**src/rtl/pe_dbuf_if.sv**
```systemverilog
// pe_dbuf_if: port bundle for one pe_dbuf processing element.
//   master: the neighbour/driver side (drives operands, weights and control, observes results)
//   slave : the PE side (consumes operands, produces maccout, the forwarded copies and ovf)
// Signals:
//   active/datain          activation stream from the west
//   win/wwrite/wswap       weight preload stream from the north
//   mode/accclr/sumin      mode select, accumulator clear, partial sum from the north
//   maccout/ovf            registered MAC result and sticky overflow
//   dataout/activeout      east-going copies (1-cycle delay)
//   wout/wwriteout/wswapout south-going copies (1-cycle delay)
interface pe_dbuf_if #(
  parameter int DATA_W = 8,
  parameter int ACC_W  = 16
);
  logic              active;
  logic [DATA_W-1:0] datain;
  logic [DATA_W-1:0] win;
  logic              wwrite;
  logic              wswap;
  logic              mode;
  logic              accclr;
  logic [ACC_W-1:0]  sumin;
  logic [ACC_W-1:0]  maccout;
  logic [DATA_W-1:0] dataout;
  logic [DATA_W-1:0] wout;
  logic              wwriteout;
  logic              wswapout;
  logic              activeout;
  logic              ovf;

  modport master (
    output active, datain, win, wwrite, wswap, mode, accclr, sumin,
    input  maccout, dataout, wout, wwriteout, wswapout, activeout, ovf
  );
  modport slave (
    input  active, datain, win, wwrite, wswap, mode, accclr, sumin,
    output maccout, dataout, wout, wwriteout, wswapout, activeout, ovf
  );
endinterface

```
**src/rtl/pe_dbuf.sv**
```systemverilog
// pe_dbuf: systolic processing element with a double-buffered weight.
//   A shadow weight preloads from the north while the active weight computes.
//   mode 0 (weight-stationary): maccout <= datain*weight + sumin
//   mode 1 (output-stationary): maccout <= maccout + datain*weight
//   Optional two's-complement arithmetic (SIGNED) and clamping (SATURATE); ovf is sticky.
// Ports:
//   clk   rising-edge clock
//   rst_n synchronous active-low reset, clears every register
//   pe    pe_dbuf_if.slave bundle (operands, weight stream, control, results, forwarded copies)
module pe_dbuf #(
  parameter int DATA_W   = 8,
  parameter int ACC_W    = 16,
  parameter bit SIGNED   = 1'b0,
  parameter bit SATURATE = 1'b0
) (
  input  logic     clk,
  input  logic     rst_n,
  pe_dbuf_if.slave pe
);
  logic [DATA_W-1:0] shadow, weight;
  logic [ACC_W-1:0]  acc;
  logic              ovf_q;

  // Product with the pre-edge weight, widened to the accumulator width.
  logic [2*DATA_W-1:0]        p_u;
  logic signed [2*DATA_W-1:0] d_s, w_s, p_s;
  logic [ACC_W-1:0]           p_ext;

  assign p_u   = (2*DATA_W)'(pe.datain) * (2*DATA_W)'(weight);
  assign d_s   = {{DATA_W{pe.datain[DATA_W-1]}}, pe.datain};
  assign w_s   = {{DATA_W{weight[DATA_W-1]}}, weight};
  assign p_s   = d_s * w_s;
  assign p_ext = SIGNED ? ACC_W'(p_s) : ACC_W'(p_u);

  // Addend: sumin in mode 0; own accumulator in mode 1, dropped when clearing
  // so that accclr+active in mode 1 loads the bare product.
  logic [ACC_W-1:0] addend, mac_res;
  logic [ACC_W:0]   sum;
  logic             ovf_now;

  always_comb begin
    addend  = pe.mode ? (pe.accclr ? '0 : acc) : pe.sumin;
    sum     = {1'b0, addend} + {1'b0, p_ext};
    ovf_now = 1'b0;
    mac_res = sum[ACC_W-1:0];
    if (SIGNED) begin
      ovf_now = (addend[ACC_W-1] == p_ext[ACC_W-1]) && (sum[ACC_W-1] != addend[ACC_W-1]);
      if (SATURATE && ovf_now)
        mac_res = addend[ACC_W-1] ? {1'b1, {(ACC_W-1){1'b0}}} : {1'b0, {(ACC_W-1){1'b1}}};
    end else begin
      ovf_now = sum[ACC_W];
      if (SATURATE && ovf_now) mac_res = '1;
    end
  end

  always_ff @(posedge clk) begin
    if (!rst_n) begin
      shadow       <= '0;
      weight       <= '0;
      acc          <= '0;
      ovf_q        <= 1'b0;
      pe.dataout   <= '0;
      pe.wout      <= '0;
      pe.wwriteout <= 1'b0;
      pe.wswapout  <= 1'b0;
      pe.activeout <= 1'b0;
    end else begin
      pe.dataout   <= pe.datain;
      pe.wout      <= pe.win;
      pe.wwriteout <= pe.wwrite;
      pe.wswapout  <= pe.wswap;
      pe.activeout <= pe.active;
      // Swap reads the pre-edge shadow, so a simultaneous write lands behind it.
      if (pe.wwrite) shadow <= pe.win;
      if (pe.wswap)  weight <= shadow;
      if (pe.accclr) begin
        acc   <= pe.active ? mac_res : '0;
        ovf_q <= 1'b0;
      end else if (pe.active) begin
        acc <= mac_res;
        if (ovf_now) ovf_q <= 1'b1;
      end
    end
  end

  assign pe.maccout = acc;
  assign pe.ovf     = ovf_q;
endmodule

```
**src/flat_wrapper.sv**
```systemverilog
// flat-port wrapper written by rule: the top's interface ports become plain ports
module pe_dbuf_flat 
#(
  parameter int DATA_W   = 8,
  parameter int ACC_W    = 16,
  parameter bit SIGNED   = 1'b0,
  parameter bit SATURATE = 1'b0
)
  (clk, rst_n, pe_active, pe_datain, pe_win, pe_wwrite, pe_wswap, pe_mode, pe_accclr, pe_sumin, pe_maccout, pe_dataout, pe_wout, pe_wwriteout, pe_wswapout, pe_activeout, pe_ovf);
  pe_dbuf_if #(.DATA_W(DATA_W), .ACC_W(ACC_W)) pe_i ();
  input  logic clk;
  input  logic rst_n;
  input wire logic [$bits(pe_i.active)-1:0] pe_active;
  input wire logic [$bits(pe_i.datain)-1:0] pe_datain;
  input wire logic [$bits(pe_i.win)-1:0] pe_win;
  input wire logic [$bits(pe_i.wwrite)-1:0] pe_wwrite;
  input wire logic [$bits(pe_i.wswap)-1:0] pe_wswap;
  input wire logic [$bits(pe_i.mode)-1:0] pe_mode;
  input wire logic [$bits(pe_i.accclr)-1:0] pe_accclr;
  input wire logic [$bits(pe_i.sumin)-1:0] pe_sumin;
  output wire logic [$bits(pe_i.maccout)-1:0] pe_maccout;
  output wire logic [$bits(pe_i.dataout)-1:0] pe_dataout;
  output wire logic [$bits(pe_i.wout)-1:0] pe_wout;
  output wire logic [$bits(pe_i.wwriteout)-1:0] pe_wwriteout;
  output wire logic [$bits(pe_i.wswapout)-1:0] pe_wswapout;
  output wire logic [$bits(pe_i.activeout)-1:0] pe_activeout;
  output wire logic [$bits(pe_i.ovf)-1:0] pe_ovf;
  assign pe_i.active = pe_active;
  assign pe_i.datain = pe_datain;
  assign pe_i.win = pe_win;
  assign pe_i.wwrite = pe_wwrite;
  assign pe_i.wswap = pe_wswap;
  assign pe_i.mode = pe_mode;
  assign pe_i.accclr = pe_accclr;
  assign pe_i.sumin = pe_sumin;
  assign pe_maccout = pe_i.maccout;
  assign pe_dataout = pe_i.dataout;
  assign pe_wout = pe_i.wout;
  assign pe_wwriteout = pe_i.wwriteout;
  assign pe_wswapout = pe_i.wswapout;
  assign pe_activeout = pe_i.activeout;
  assign pe_ovf = pe_i.ovf;
  pe_dbuf #(.DATA_W(DATA_W), .ACC_W(ACC_W), .SIGNED(SIGNED), .SATURATE(SATURATE)) u_core (.clk(clk), .rst_n(rst_n), .pe(pe_i));
endmodule
```
**config.mk**
```make
export PLATFORM = sky130hd
export DESIGN_NAME = pe_dbuf_flat
export DESIGN_NICKNAME = d
export VERILOG_FILES = /design/src/rtl/pe_dbuf_if.sv /design/src/rtl/pe_dbuf.sv /design/src/flat_wrapper.sv
export SDC_FILE = /design/constraint.sdc
export NUM_CORES = 1
export LEC_CHECK = 0
export CAP_MARGIN = 20
export CORE_MARGIN = 2
export CORE_UTILIZATION = 45
export CTS_BUF_LIST = sky130_fd_sc_hd__clkbuf_8 sky130_fd_sc_hd__clkbuf_16
export DETAILED_ROUTE_END_ITERATION = 10
export GPL_ROUTABILITY_DRIVEN = 0
export PLACE_DENSITY = 0.78
export SYNTH_ARGS = -nofsm -noshare
export SYNTH_HDL_FRONTEND = slang
export SYNTH_SLANG_ARGS = --single-unit
```
**constraint.sdc**
```tcl
create_clock -name clk -period 6.11 [get_ports clk]
set_input_delay 1.5275 -clock clk [delete_from_list [all_inputs] [get_ports clk]]
set_output_delay 1.5275 -clock clk [all_outputs]
set_load 0.05 [all_outputs]
```
==> results of run 1 <==
## sequential cells by signal, indices dropped and copies added, names as in the netlist
| name | cells |
|---|---|
| u_core.pe.ovf | 1 |
| u_core.pe.wout | 8 |
| u_core.pe.activeout | 1 |
| u_core.pe.maccout | 16 |
| u_core.pe.wswapout | 1 |
| u_core.weight | 8 |
| u_core.pe.dataout | 8 |
| u_core.shadow | 8 |
| u_core.pe.wwriteout | 1 |
## per-layer routing
layer,vias to the layer above,share of wire [%]
met5,-,0
met4,0,1.7
met3,15,6.2
met2,125,51
met1,1700,41
li1,1702,-
## logic make-up (layout without fill, tap and decap cells)
logic type	Yosys count	count (layout)
AO/OA/AOI/OAI	54	54
XOR/XNOR	6	6
adder cells (fa/ha/maj)	87	87
buffers and inverters	109	199
flip-flops	52	52
multiplexers	26	26
AND/OR/NAND/NOR	150	150
## Yosys cell counts (5+ instances only)
| cell type | instances | share of area (%) |
|---|---|---|
| inv_1 | 93 | 7.9 |
| and2_1 | 54 | 7.6 |
| dfxtp_1 | 52 | 23 |
| fa_1 | 51 | 23 |
| nand2_1 | 44 | 3.7 |
| ha_1 | 36 | 10 |
| nor2b_1 | 29 | 4.1 |
| mux2i_1 | 26 | 5.9 |
| o21ai_0 | 18 | 2.0 |
| clkbuf_1 | 14 | 1.2 |
| a21oi_1 | 7 | 0.79 |
| nand3b_1 | 7 | 1.2 |
| a21o_1 | 6 | 1.0 |
| a22o_1 | 5 | 0.98 |
| a32o_1 | 5 | 1.1 |
| or3_1 | 5 | 0.70 |
| xnor2_1 | 5 | 0.98 |
## stage by stage
stage	TNS, ns	area (µm²)
finish	0	5590
floorplan	0	4450
detailed placement	-1.06	5470
global placement	-0.155	5470
global route	-0.0352	5590
CTS	0	5560
## critical path: cells and delay by family
family / cells / cell delay (ns)
adder cells (fa/ha/maj): 5 / 2.41
buffers and inverters: 5 / 0.81
AO/OA/AOI/OAI: 4 / 0.81
AND/OR/NAND/NOR: 2 / 0.54
multiplexers: 1 / 0.12
## where the power goes
part           switching, mW  internal [mW]
Combinational          0.197          0.151
Sequential            0.0158          0.360
Clock                  0.128         0.0825
Total                  0.340          0.593
## path summary, 6_finish.rpt
path                                            from                    end  slack [ns]  cells past startpoint
worst min register to register         u_core.pe.ovf          u_core.pe.ovf        0.47                      2
worst max register to register  u_core.pe.maccout[7]  u_core.pe.maccout[13]        1.44                     15
worst max-delay path                       pe_accclr  u_core.pe.maccout[14]        0.13                     17
worst min-delay path                   u_core.pe.ovf          u_core.pe.ovf        0.47                      2
## final cells by class
cell class | instances | area [µm²]
clock inverters | 3 | 22.5
clock buffers | 5 | 68.8
repair buffers | 98 | 923
multi-input cells | 323 | 3020
fillers | 872 | 4100
well taps | 133 | 166
flip-flops and latches | 52 | 1040
inverters | 93 | 349
## layout by cell type, fill, tap and decap left out, drive strengths merged, types with 6 or more instances in the layout
cell type	n
inv	94
clkdlybuf4s50	73
and2	54
dfxtp	52
fa	51
nand2	44
ha	36
nor2b	29
mux2i	26
buf	24
o21ai	18
a21oi	8
nand3b	7
a21o	6
==> impl_results.md, run 1 <==
- Antenna violation net count after detailed routing: 0
- Largest family of logic cells by synthesized area: adder cells
- First-pass GRT wire length: 16300 µm
- Clk Latency, worst-skew pair: 0.32 ns
- Max Cap Viol: 0
- CTS Sinks: 52
- Cell count after synthesis: 484
- Vias: 3542
- Post-Syn Area: 4450 µm²
- DR WL/cell: 14.2 µm
- Yosys cell types: 38
- Maximum clock frequency: 167 MHz
- Startpoint Class: primary input
- Die area: 10700 µm²
- Largest net degree at the start of global routing: 38
- Util after Layout: 57.7%
- Root Buffer: clkbuf_8
- DP HPWL: 8250 µm
- Critical path capture point type: register
- M3 GR Usage: 2.96%
- Post-synth EDFFs: 0
- Final Hold Viols: 0
- Chip height: 103 µm
- Worst EP arrival: 6.21 ns
- LEAKAGE: 2.72 nW
- Clk buf depth: 2
- Slew HR: 23.7%
- Yosys reg bits: 52
- Routing usage on met1: 25.1%
- Synth Area in Simple Gates: 18.6%
- H-tree levels: 2
- Initial DRC Count: 147
- Ys async rst share: 0%
- Core area: 9680 µm²
- Final setup viols: 0
- Seq/Total Area, Yosys: 23.4%
- Initial Utilization: 45.9%
- Slowest CP cell: fa_1
- Met2 Usage GRT: 34.1%
- Hold_buf cts: 0
- Crit-path max FO: 7
- Worst-path clk slew: 0.11 ns
- Die X: 103 µm
- Crit share post-route: 97.9%
- Final Max Slew Viols: 0
- Syn Nets: 610
- Vias in the first global route: 3530
- VDD IR-drop max: 0.0000895 V
- Post-Synth XOR/XNOR Area: 1.18%
- N_diodes: 0
- Max stage delay on crit path: 0.55 ns
- CTS tree: done
- Hold WC Path Type: reg2reg
- TritonCTS Buffers: 5
- CP most frequent cell: fa_1
- Crit path cell chain: clkdlybuf4s50_1 > buf_4 > nor2b_1 > mux2i_1 > fa_1 > inv_1 > fa_1 > inv_1 > fa_1 > fa_1 > inv_1 > ha_1 > a21o_1 > a21oi_4 > a2111oi_2 > or3_1 > a32o_1
- Status: complete, no violations
- Main flop type after synthesis: dfxtp_1
- Post-CTS setup repair buffer count: 0
- RSZ-0062 raised after global routing: yes
- PortBufs: 74
- Crit path kind: in2reg
- Least-Margin Pin Slew: 1.14 ns
- Via-per-instance ratio: 5.01
- Initial antenna violation count: 0
- Crit path time final: 5.98 ns
- Final hold slack: 0.474 ns
- Gr busiest metal: met2
- Ys Warns: 0
- Remaining global-route overflow: 0
- Clk_skew: 0.0104 ns
- Final Power: 0.933 mW
- Non-filler cells, final: 707
- Final WL: 10100 µm
- IO Pins: 75
- Compound-Gate Fraction of Synth Area: 8.64%
- Placed insts: 699
- GRT Util Overall: 19.6%
- Area growth syn-to-layout: 25.7%
- Dpl ws: -0.224 ns
- Cell Rows: 36
- Post-synthesis mux area share: 5.85%
- DRC viols: 0
- Share of cells above drive strength 1: 6.27%
- Drt pass-1 iters: 4
- Worst setup margin: 0.126 ns
- CP required: 6.34 ns
- PostCTS Resize Cnt: 0
- Adder-Cell Fraction of Synth Area: 33.1%
- Power per Cell Area: 167 nW/µm²
- Syn avg cell area: 9.19 µm²
- Post-layout nets: 699
(Power assumes the default switching activity.)
==> run 2, diff against run 1 <==
--- a/config.mk
+++ b/config.mk
@@ -6,6 +6,7 @@
 export NUM_CORES = 1
 export LEC_CHECK = 0
 export CAP_MARGIN = 20
+export CORE_ASPECT_RATIO = 1.75
 export CORE_MARGIN = 2
 export CORE_UTILIZATION = 45
 export CTS_BUF_LIST = sky130_fd_sc_hd__clkbuf_8 sky130_fd_sc_hd__clkbuf_16
==> run 2 against run 1 <==
  * Sequential power barely moved
  * Die area increased by 0.29%
  * Global-route usage rose by 1.8 points
  * Combinational power is 3% higher
==> impl_results.md, run 2 (same netlist as run 1, synthesis figures left out) <==
- Final Hold Viols: 0
- Power per Cell Area: 180 nW/µm²
- Critical Path Start: pe_accclr
- Clk Latency, worst-skew pair: 0.30 ns
- Vias in the first global route: 4009
- Drt pass-1 iters: 4
- Remaining global-route overflow: 0
- Hold WC Path Type: reg2reg
- Util after Layout: 58.9%
- Largest net degree at the start of global routing: 38
- Most frequent cells in the layout: inv_1 (93), clkdlybuf4s50_1 (73), and2_1 (54)
- N_diodes: 0
- CP most frequent cell: fa_1
- Internal power: 0.671 mW
- Hold path start: u_core.pe.ovf
- PortBufs: 74
- DR WL/cell: 15.1 µm
- Crit share post-route: 97.2%
- Worst EP arrival: 6.14 ns
- Crit path time final: 5.94 ns
- CTS Sinks: 52
- Critical path capture point type: register
- DRC viols: 0
- FF-to-FF Start: u_core.weight[2]
- Clk buf depth: 2
- Crit path kind: in2reg
- Vias: 3583
- IO Pins: 75
- DP HPWL: 8620 µm
- GRT Util Overall: 21.4%
- Area growth syn-to-layout: 29.0%
- TritonCTS Buffers: 5
- Post-layout nets: 708
- Cell Rows: 48
- Crit path cell chain: clkdlybuf4s50_1 > buf_4 > nor2b_1 > mux2i_1 > fa_1 > inv_1 > fa_1 > inv_1 > fa_1 > fa_1 > inv_1 > ha_1 > a21o_1 > a21oi_4 > a211oi_2 > or3_1 > a32o_1
- Most flop-heavy register: u_core.pe.maccout
- Status: complete, no violations
- Core area: 9730 µm²
- Via-per-instance ratio: 5.06
- CTS tree: done
- Maximum clock frequency: 168 MHz
- Max stage delay on crit path: 0.56 ns
- Sw power: 0.360 mW
- Comb pwr share: 34.9%
- Chip height: 136 µm
- First-pass GRT wire length: 18000 µm
- Final Max Slew Viols: 0
- CP required: 6.31 ns
- Final WL: 10700 µm
- VDD IR-drop max: 0.000122 V
- Clk_skew: 0.00788 ns
- Placed inst area: 5490 µm²
- Max Cap Viol: 0
- LEAKAGE: 2.79 nW
- Final setup viols: 0
- Sequential Power Share: 36.4%
- H-tree levels: 2
- Antenna violation net count after detailed routing: 0
- Initial antenna violation count: 0
- Least-Margin Pin Slew: 0.524 ns
- Commonest non-fill, non-tap cell in the layout: inv_1
- Root Buffer: clkbuf_16
- Initial Utilization: 45.7%
- Clock group share of total power: 28.7%
- Worst-path clk slew: 0.08 ns
- Crit-path max FO: 8
- Initial DRC Count: 121
- Startpoint Class: primary input
- Max reg flops: 16
- Slew HR: 65.0%
- Switching share of power: 34.9%
- Die X: 79.1 µm
- Post-route cell area: 5730 µm²
- Die area: 10700 µm²
- Share of cells above drive strength 1: 8.40%
- Slowest CP cell: fa_1
[run 2: cell count changes in the layout (fill, tap and decap cells not counted), sizes merged]
cell | before | now
buf | 24 | 33
clkinv | 2 | 1
clkinvlp | 0 | 1
[run 2: final timing paths]
| check | end | slack (ns) | cells after the start |
|---|---|---|---|
| setup / recovery | u_core.pe.maccout[12] | 0.17 | 17 |
| setup reg to reg | u_core.pe.maccout[15] | 1.52 | 14 |
| hold / removal | u_core.pe.ovf | 0.46 | 2 |
| hold reg to reg | u_core.pe.ovf | 0.46 | 2 |
[run 2: area by class of cell]
type | count | area (µm²)
fill | 857 | 4000
multi-input combinational | 323 | 3040
sequential | 52 | 1040
timing repair buffer | 107 | 991
inverter | 93 | 349
tap | 125 | 156
clock buffer | 5 | 125
clock inverter | 3 | 27.5
[run 2: critical path: cells and delay by family]
family	cells	cell delay [ns]
multiplexers	1	0.10
AO/OA/AOI/OAI	4	0.86
adder cells (fa/ha/maj)	5	2.40
AND/OR/NAND/NOR	2	0.44
buffers and inverters	5	0.81
[run 2: layer usage]
| layer | GRT usage, % | vias to the layer above | wire (µm) |
|---|---|---|---|
| met5 | 0 | - | 0 |
| met4 | 11.6 | 0 | 376 |
| met3 | 2.53 | 31 | 340 |
| met2 | 41.0 | 100 | 6060 |
| met1 | 21.9 | 1732 | 3910 |
| li1 | - | 1720 | - |
[run 2: stage by stage]
stage          hold WS, ns  setup slack, ns  setup TNS (ns)  total power [mW]  std cells
6_report             0.460            0.170               0              1.03        708
4_1_cts              0.467           0.0949               0              1.03        703
2_1_floorplan        0.482            0.137               0             0.596        484
3_3_place_gp         0.450           -0.108          -0.445             0.720        695
3_5_place_dp         0.455           -0.211          -0.762             0.728        695
5_1_grt              0.493          -0.0246         -0.0401              1.09        708
[run 2: power groups by stage]
stage,registers [mW],logic [mW],clock network [mW]
after CTS,0.375,0.351,0.304
after floorplan,0.433,0.163,0
after detailed placement,0.383,0.345,0
final,0.375,0.360,0.296
after global placement,0.382,0.337,0
after global routing,0.378,0.397,0.315
[run 2: repair_timing]
item	in CTS	in global routing
hold buffers	0	0
setup buffers	0	4
endpoints found under the setup margin	0	5
resized for setup	0	10
